## src/rtl/spi_flash_reader.sv

```systemverilog
// Single-word SPI NOR flash reader. Each accepted request runs one READ (0x03)
// transaction in SPI mode 0 and returns four bytes as a little-endian word.
// SCK is derived from clk_i with a half-period of CLK_DIV cycles.
module spi_flash_reader #(
  parameter int CLK_DIV = 1
) (
  input  logic        clk_i,
  input  logic        rst_n_i,
  input  logic        req_i,
  input  logic [23:0] addr_i,
  output logic        ready_o,
  output logic        valid_o,
  output logic [31:0] data_o,
  output logic        flash_cs_n,
  output logic        flash_sclk_o,
  output logic        flash_mosi_o,
  input  logic        flash_miso_i
);

  localparam int               DIV_W    = $clog2(CLK_DIV + 1);
  localparam logic [DIV_W-1:0] DIV_LAST = DIV_W'(CLK_DIV - 1);
  localparam logic [DIV_W-1:0] DIV_ONE  = DIV_W'(1);
  localparam logic [7:0]       CMD_READ = 8'h03;
  localparam logic [6:0]       RX_FIRST = 7'd32;  // first SCK period that carries read data
  localparam logic [6:0]       LAST_BIT = 7'd63;  // final SCK period of the transfer

  typedef enum logic [1:0] {
    S_IDLE,
    S_XFER,
    S_HOLD,
    S_DESEL
  } state_t;

  state_t           state_q, state_d;
  logic [DIV_W-1:0] div_q, div_d;
  logic [6:0]       bit_q, bit_d;     // completed SCK periods; reused as half-counter in DESEL
  logic [31:0]      tx_q, tx_d;
  logic [31:0]      rx_q, rx_d;
  logic [31:0]      data_q, data_d;
  logic             cs_n_q, cs_n_d;
  logic             sclk_q, sclk_d;
  logic             mosi_q, mosi_d;
  logic             ready_q, ready_d;
  logic             valid_q, valid_d;
  logic             div_wrap;

  // One SCK half-period (or hold/deselect slice) has elapsed.
  assign div_wrap = (div_q == DIV_LAST);

  // Next-state and output computation for the transaction sequencer.
  always_comb begin
    // NOTE: every signal written here gets a default first, so no path leaves a
    // value unassigned and no latch can be inferred.
    state_d = state_q;
    div_d   = div_q;
    bit_d   = bit_q;
    tx_d    = tx_q;
    rx_d    = rx_q;
    data_d  = data_q;
    cs_n_d  = cs_n_q;
    sclk_d  = sclk_q;
    mosi_d  = mosi_q;
    ready_d = ready_q;
    valid_d = 1'b0;

    case (state_q)
      S_IDLE: begin
        if (req_i && ready_q) begin
          tx_d    = {CMD_READ, addr_i};
          mosi_d  = tx_d[31];
          rx_d    = '0;
          div_d   = '0;
          bit_d   = '0;
          cs_n_d  = 1'b0;
          sclk_d  = 1'b0;
          ready_d = 1'b0;
          state_d = S_XFER;
        end
      end

      S_XFER: begin
        div_d = div_q + DIV_ONE;
        if (div_wrap) begin
          div_d  = '0;
          sclk_d = ~sclk_q;
          if (!sclk_q) begin
            // Rising SCK: the flash has held MISO stable since the last fall.
            if (bit_q >= RX_FIRST) begin
              rx_d = {rx_q[30:0], flash_miso_i};
            end
          end else begin
            // Falling SCK: advance to the next TX bit; zeros fill in behind.
            bit_d  = bit_q + 7'd1;
            tx_d   = {tx_q[30:0], 1'b0};
            mosi_d = tx_q[30];
            if (bit_q == LAST_BIT) begin
              state_d = S_HOLD;
            end
          end
        end
      end

      S_HOLD: begin
        div_d = div_q + DIV_ONE;
        if (div_wrap) begin
          div_d   = '0;
          bit_d   = '0;
          cs_n_d  = 1'b1;
          valid_d = 1'b1;
          // First received byte sits at rx_q[31:24] and belongs in the low lane.
          data_d  = {rx_q[7:0], rx_q[15:8], rx_q[23:16], rx_q[31:24]};
          state_d = S_DESEL;
        end
      end

      S_DESEL: begin
        // Two divider rounds give a CS high time of 2*CLK_DIV cycles.
        div_d = div_q + DIV_ONE;
        if (div_wrap) begin
          div_d = '0;
          if (bit_q[0]) begin
            ready_d = 1'b1;
            state_d = S_IDLE;
          end else begin
            bit_d = 7'd1;
          end
        end
      end

      default: begin
        state_d = S_IDLE;
      end
    endcase
  end

  // State and output registers with synchronous reset.
  always_ff @(posedge clk_i) begin
    // NOTE: non-blocking assignments here so every flop samples the pre-edge
    // values regardless of statement order.
    if (!rst_n_i) begin
      state_q <= S_IDLE;
      div_q   <= '0;
      bit_q   <= '0;
      tx_q    <= '0;
      rx_q    <= '0;
      data_q  <= '0;
      cs_n_q  <= 1'b1;
      sclk_q  <= 1'b0;
      mosi_q  <= 1'b0;
      ready_q <= 1'b1;
      valid_q <= 1'b0;
    end else begin
      state_q <= state_d;
      div_q   <= div_d;
      bit_q   <= bit_d;
      tx_q    <= tx_d;
      rx_q    <= rx_d;
      data_q  <= data_d;
      cs_n_q  <= cs_n_d;
      sclk_q  <= sclk_d;
      mosi_q  <= mosi_d;
      ready_q <= ready_d;
      valid_q <= valid_d;
    end
  end

  assign ready_o      = ready_q;
  assign valid_o      = valid_q;
  assign data_o       = data_q;
  assign flash_cs_n   = cs_n_q;
  assign flash_sclk_o = sclk_q;
  assign flash_mosi_o = mosi_q;

endmodule

```

## config.mk

```make
export PLATFORM = sky130hd
export DESIGN_NAME = spi_flash_reader
export DESIGN_NICKNAME = d
export VERILOG_FILES = /design/src/rtl/spi_flash_reader.sv
export SDC_FILE = /design/constraint.sdc
export NUM_CORES = 1
export LEC_CHECK = 0
export ABC_AREA = 1
export CAP_MARGIN = 10
export CORE_MARGIN = 3
export CORE_UTILIZATION = 40
export CTS_CLUSTER_SIZE = 28
export DETAILED_ROUTE_END_ITERATION = 10
export GPL_ROUTABILITY_DRIVEN = 0
export GPL_TIMING_DRIVEN = 0
export PLACE_DENSITY = 0.7
export SKIP_LAST_GASP = 1
export SLEW_MARGIN = 20
export SYNTH_ARGS = -nofsm -noshare
export SYNTH_HDL_FRONTEND = slang
export SYNTH_SLANG_ARGS = --single-unit
```

## constraint.sdc

```tcl
create_clock -name clk_i -period 1.45 [get_ports clk_i]
set_input_delay 0.29 -clock clk_i [delete_from_list [all_inputs] [get_ports clk_i]]
set_output_delay 0.29 -clock clk_i [all_outputs]
set_load 0.01 [all_outputs]
```

==> results.json, run 1 <==
{
  "outcome": "complete, but fails checks",
  "violations": "negative setup slack",
  "postCtsHoldBufs": 0,
  "holdPathStages": 3,
  "worstSetupPathType": "reg -> reg",
  "ios": 65,
  "power.share.clock_pct": 17.9,
  "post-route-drc-count": 0,
  "worst-path-max-fanout": 8,
  "skew_ns": 0.00925,
  "viasPerCell": 4.87,
  "worstSkewPairLatency_ns": 0.35,
  "setup-violations-final": 61,
  "worstPathCellList": "inv_4, ha_4, nor2_4, a21oi_4, nand2_4, buf_12, inv_16, buf_8, nand2_1, nand2_1, nor2_1",
  "grt_pass1_wl_mm": 18.5,
  "slew_headroom_pct": 65.5,
  "p_sw_share_pct": 40.0,
  "r2r_cells": 11,
  "powerDensity_nw_per_um2": 2240,
  "dpl.hpwl_mm": 7.47,
  "synth-async-reset-ratio_pct": 0,
  "vias": 4419,
  "numCtsBuffers": 9,
  "worstMarginPinSlew_ns": 0.518,
  "grt_max_degree": 19,
  "fp-row-count": 38,
  "rsz0062_at_grt": "yes",
  "wire_per_inst_um": 13.0,
  "max-vdd-ir-drop_mv": 0.988,
  "slew_viol_final": 0,
  "hold_end": "flash_sclk_o",
  "fin_crit_sh_pct": 108,
  "grt_usage_pct": 17.6,
  "cap_violations": 0,
  "netSwitchingPower_mw": 5.53,
  "cpLargestDelayFamily": "buffers and inverters",
  "cp.buffers_inverters": 4,
  "grt-ovfl-total": 0,
  "finalHoldViolCount": 0,
  "synthDistinctLibCells": 22,
  "drive_gt1_share_pct": 16.4,
  "die_h_um": 112,
  "syn_inst": 669,
  "yosysSeqAreaShare_pct": 48.2,
  "grt_antenna_before_repair": 0,
  "ff2ff_setup_slack_ns": -0.11,
  "syn_nets": 703,
  "r2r_start": "state_q[0]",
  "yosys_warnings": 0,
  "slowest_delay_ns": 0.38,
  "fin_nets": 798,
  "hp-class": "in -> reg",
  "required_ns": 1.69,
  "design_area_um2": 6190,
  "clock_sinks": 109,
  "r2r_end": "rx_q[26]",
  "max_freq_ghz": 0.641,
  "core-area_um2": 10900,
  "start_kind": "flop",
  "cts_max_level": 3,
  "synth-edff-count": 0,
  "syn_to_final_growth_pct": 36.7,
  "leakage_nw": 2.88,
  "start_util_pct": 41.4,
  "diodes": 0,
  "cts-root-buf": "clkbuf_16",
  "holdCritStartpoint": "rst_n_i",
  "tns_ns": -4.18,
  "grt_pass1_vias": 4030,
  "dpl_cell_area_um2": 5350,
  "cts_tree": "built",
  "dieArea_um2": 12600,
  "cts_buffer_depth": 2,
  "drtIter0Drc": 273,
  "die_w_um": 112,
  "holdWs_ns": 0.314,
  "fin_util_pct": 56.6,
  "syn_area_um2": 4530,
  "synth.ff_latch_count": 109,
  "dr.pass1.iters": 4,
  "port_buffers": 63,
  "antenna_left": 0,
  "worst_slack_ns": -0.109,
  "pwr-share-comb_pct": 49.4,
  "clk_pin_slew_worst_paths_ns": 0.07,
  "syn_avg_cell_area_um2": 6.77,
  "fin_crit_ns": 1.56,
  "critPathMostFrequentCell": "nand2_1",
  "drt_wl_total_mm": 11.8,
  "cp.arrival_ns": 1.80,
  "slowest_stage": "dfxtp_4",
  "p_int_mw": 8.30,
  "post-place-ws_ns": -0.459,
  "synth_ff_type": "dfxtp_1",
  "p_seq_share_pct": 32.7,
  "end_kind": "flop"
}
[routing by layer]
metal / track usage, % / share of wire [%] / up-vias
li1: - / - / 2273
met1: 23.0 / 46 / 2035
met2: 29.5 / 48 / 96
met3: 3.34 / 4.0 / 15
met4: 5.53 / 1.9 / 0
met5: 0 / 0 / -
[through the flow]
stage | cells | total power, mW
global placement | 872 | 9.42
floorplan | 669 | 7.82
detailed placement | 872 | 9.56
CTS | 896 | 12.6
finish | 908 | 13.8
global route | 908 | 14.8
[sequential cells by signal, summed over array words and instances (netlist names)]
signal        count
flash_sclk_o      1
bit_q             7
flash_mosi_o      1
ready_o           1
state_q           2
valid_o           1
tx_q             31
flash_cs_n        1
data_o           32
rx_q             32
[cell type report]
cell class                      instances  area, um2
Buffer                                 35        277
Clock inverter                          6       73.8
Timing Repair Buffer                   85        810
Sequential cell                       109       2190
Inverter                               16       82.6
Timing Repair inverter                  1       7.51
Tap cell                              140        175
Multi-Input combinational cell        507       2350
Clock buffer                            9        225
Fill cell                            1013       4750
[cells by family after synthesis]
family	Yosys count	share of synthesized area [%]
and+or+nand+nor	424	36.1
buffers and inverters	53	5.28
DFF	109	48.2
adders and majority gates	6	1.66
AOI/OAI and AO/OA	77	8.76
[cells in the mapped netlist (2+ instances only)]
cell | instances | share of area (%)
clkbuf_1 | 16 | 1.3
dfxtp_1 | 109 | 48
buf_2 | 10 | 1.1
buf_1 | 3 | 0.25
nand2_1 | 210 | 17
nand2_2 | 3 | 0.41
o21bai_1 | 3 | 0.50
o21ai_0 | 65 | 7.2
nand3_1 | 10 | 1.1
nor2_4 | 2 | 0.50
ha_1 | 6 | 1.7
a21oi_1 | 8 | 0.88
inv_1 | 14 | 1.2
nor2_1 | 196 | 16
buf_4 | 7 | 1.2
[cells in the final DEF, fill, tap and decap left out, types with 5 or more instances in the layout]
| cell | netlist | routed |
|---|---|---|
| dfxtp_1 | 109 | 105 |
| nor2_2 | 0 | 13 |
| dlygate4sd2_1 | 0 | 37 |
| inv_1 | 14 | 11 |
| a21oi_1 | 8 | 7 |
| buf_8 | 0 | 8 |
| nand2_4 | 0 | 7 |
| buf_2 | 10 | 6 |
| buf_4 | 7 | 13 |
| nand2_1 | 210 | 191 |
| clkbuf_2 | 1 | 5 |
| buf_6 | 0 | 13 |
| clkbuf_16 | 0 | 10 |
| o21ai_0 | 65 | 40 |
| o21ai_2 | 0 | 5 |
| clkdlybuf4s50_1 | 0 | 26 |
| nor2_4 | 2 | 6 |
| nand3_1 | 10 | 7 |
| nor2_1 | 196 | 179 |
| clkbuf_1 | 16 | 7 |
| o21ai_1 | 0 | 20 |
| nand2_2 | 3 | 15 |
[worst register-to-register path: stages, from the launching register on]
cell and delay [ns]:
dfxtp_4 0.38, inv_4 0.08, ha_4 0.19, nor2_4 0.06, a21oi_4 0.16, nand2_4 0.10
buf_12 0.14, inv_16 0.08, buf_8 0.12, nand2_1 0.05, nand2_1 0.05, nor2_1 0.05
[power by group through the flow]
stage	Sequential [mW]	Clock, mW	Combinational [mW]
2_1_floorplan	4.57	0	3.25
3_3_place_gp	4.49	0	4.93
3_5_place_dp	4.51	0	5.05
4_1_cts	4.47	2.50	5.59
5_1_grt	4.64	2.65	7.55
6_report	4.52	2.48	6.83
[how the worst max path moves through the flow]
stage / start / to / slack (ns) / depth (start not counted)
final: state_q[0] / rx_q[26] / -0.11 / 11
after global routing: state_q[0] / rx_q[31] / -0.18 / 10
after CTS: state_q[1] / rx_q[31] / -0.08 / 11
after detailed placement: req_i / tx_q[13] / -0.46 / 8
after global placement: req_i / tx_q[10] / -0.41 / 8
after floorplan: state_q[1] / rx_q[24] / -0.005 / 11
[what timing repair did]
item / 4_1_cts / 5_1_grt
gates cloned: 5 / 2
gates resized for setup: 95 / 99
setup endpoints to repair: 143 / 98
buffers inserted: 5 / 12
pin swaps: 4 / 39
(Power assumes the default switching activity.)
==> inputs of run 2 (changes only) <==
--- a/config.mk
+++ b/config.mk
@@ -13,6 +13,7 @@
 export DETAILED_ROUTE_END_ITERATION = 10
 export GPL_ROUTABILITY_DRIVEN = 0
 export GPL_TIMING_DRIVEN = 0
+export HOLD_SLACK_MARGIN = 0.05
 export PLACE_DENSITY = 0.7
 export SKIP_LAST_GASP = 1
 export SLEW_MARGIN = 20
==> results of run 2 <==
No change in the layout: final DEF, timing and power equal those of run 1.
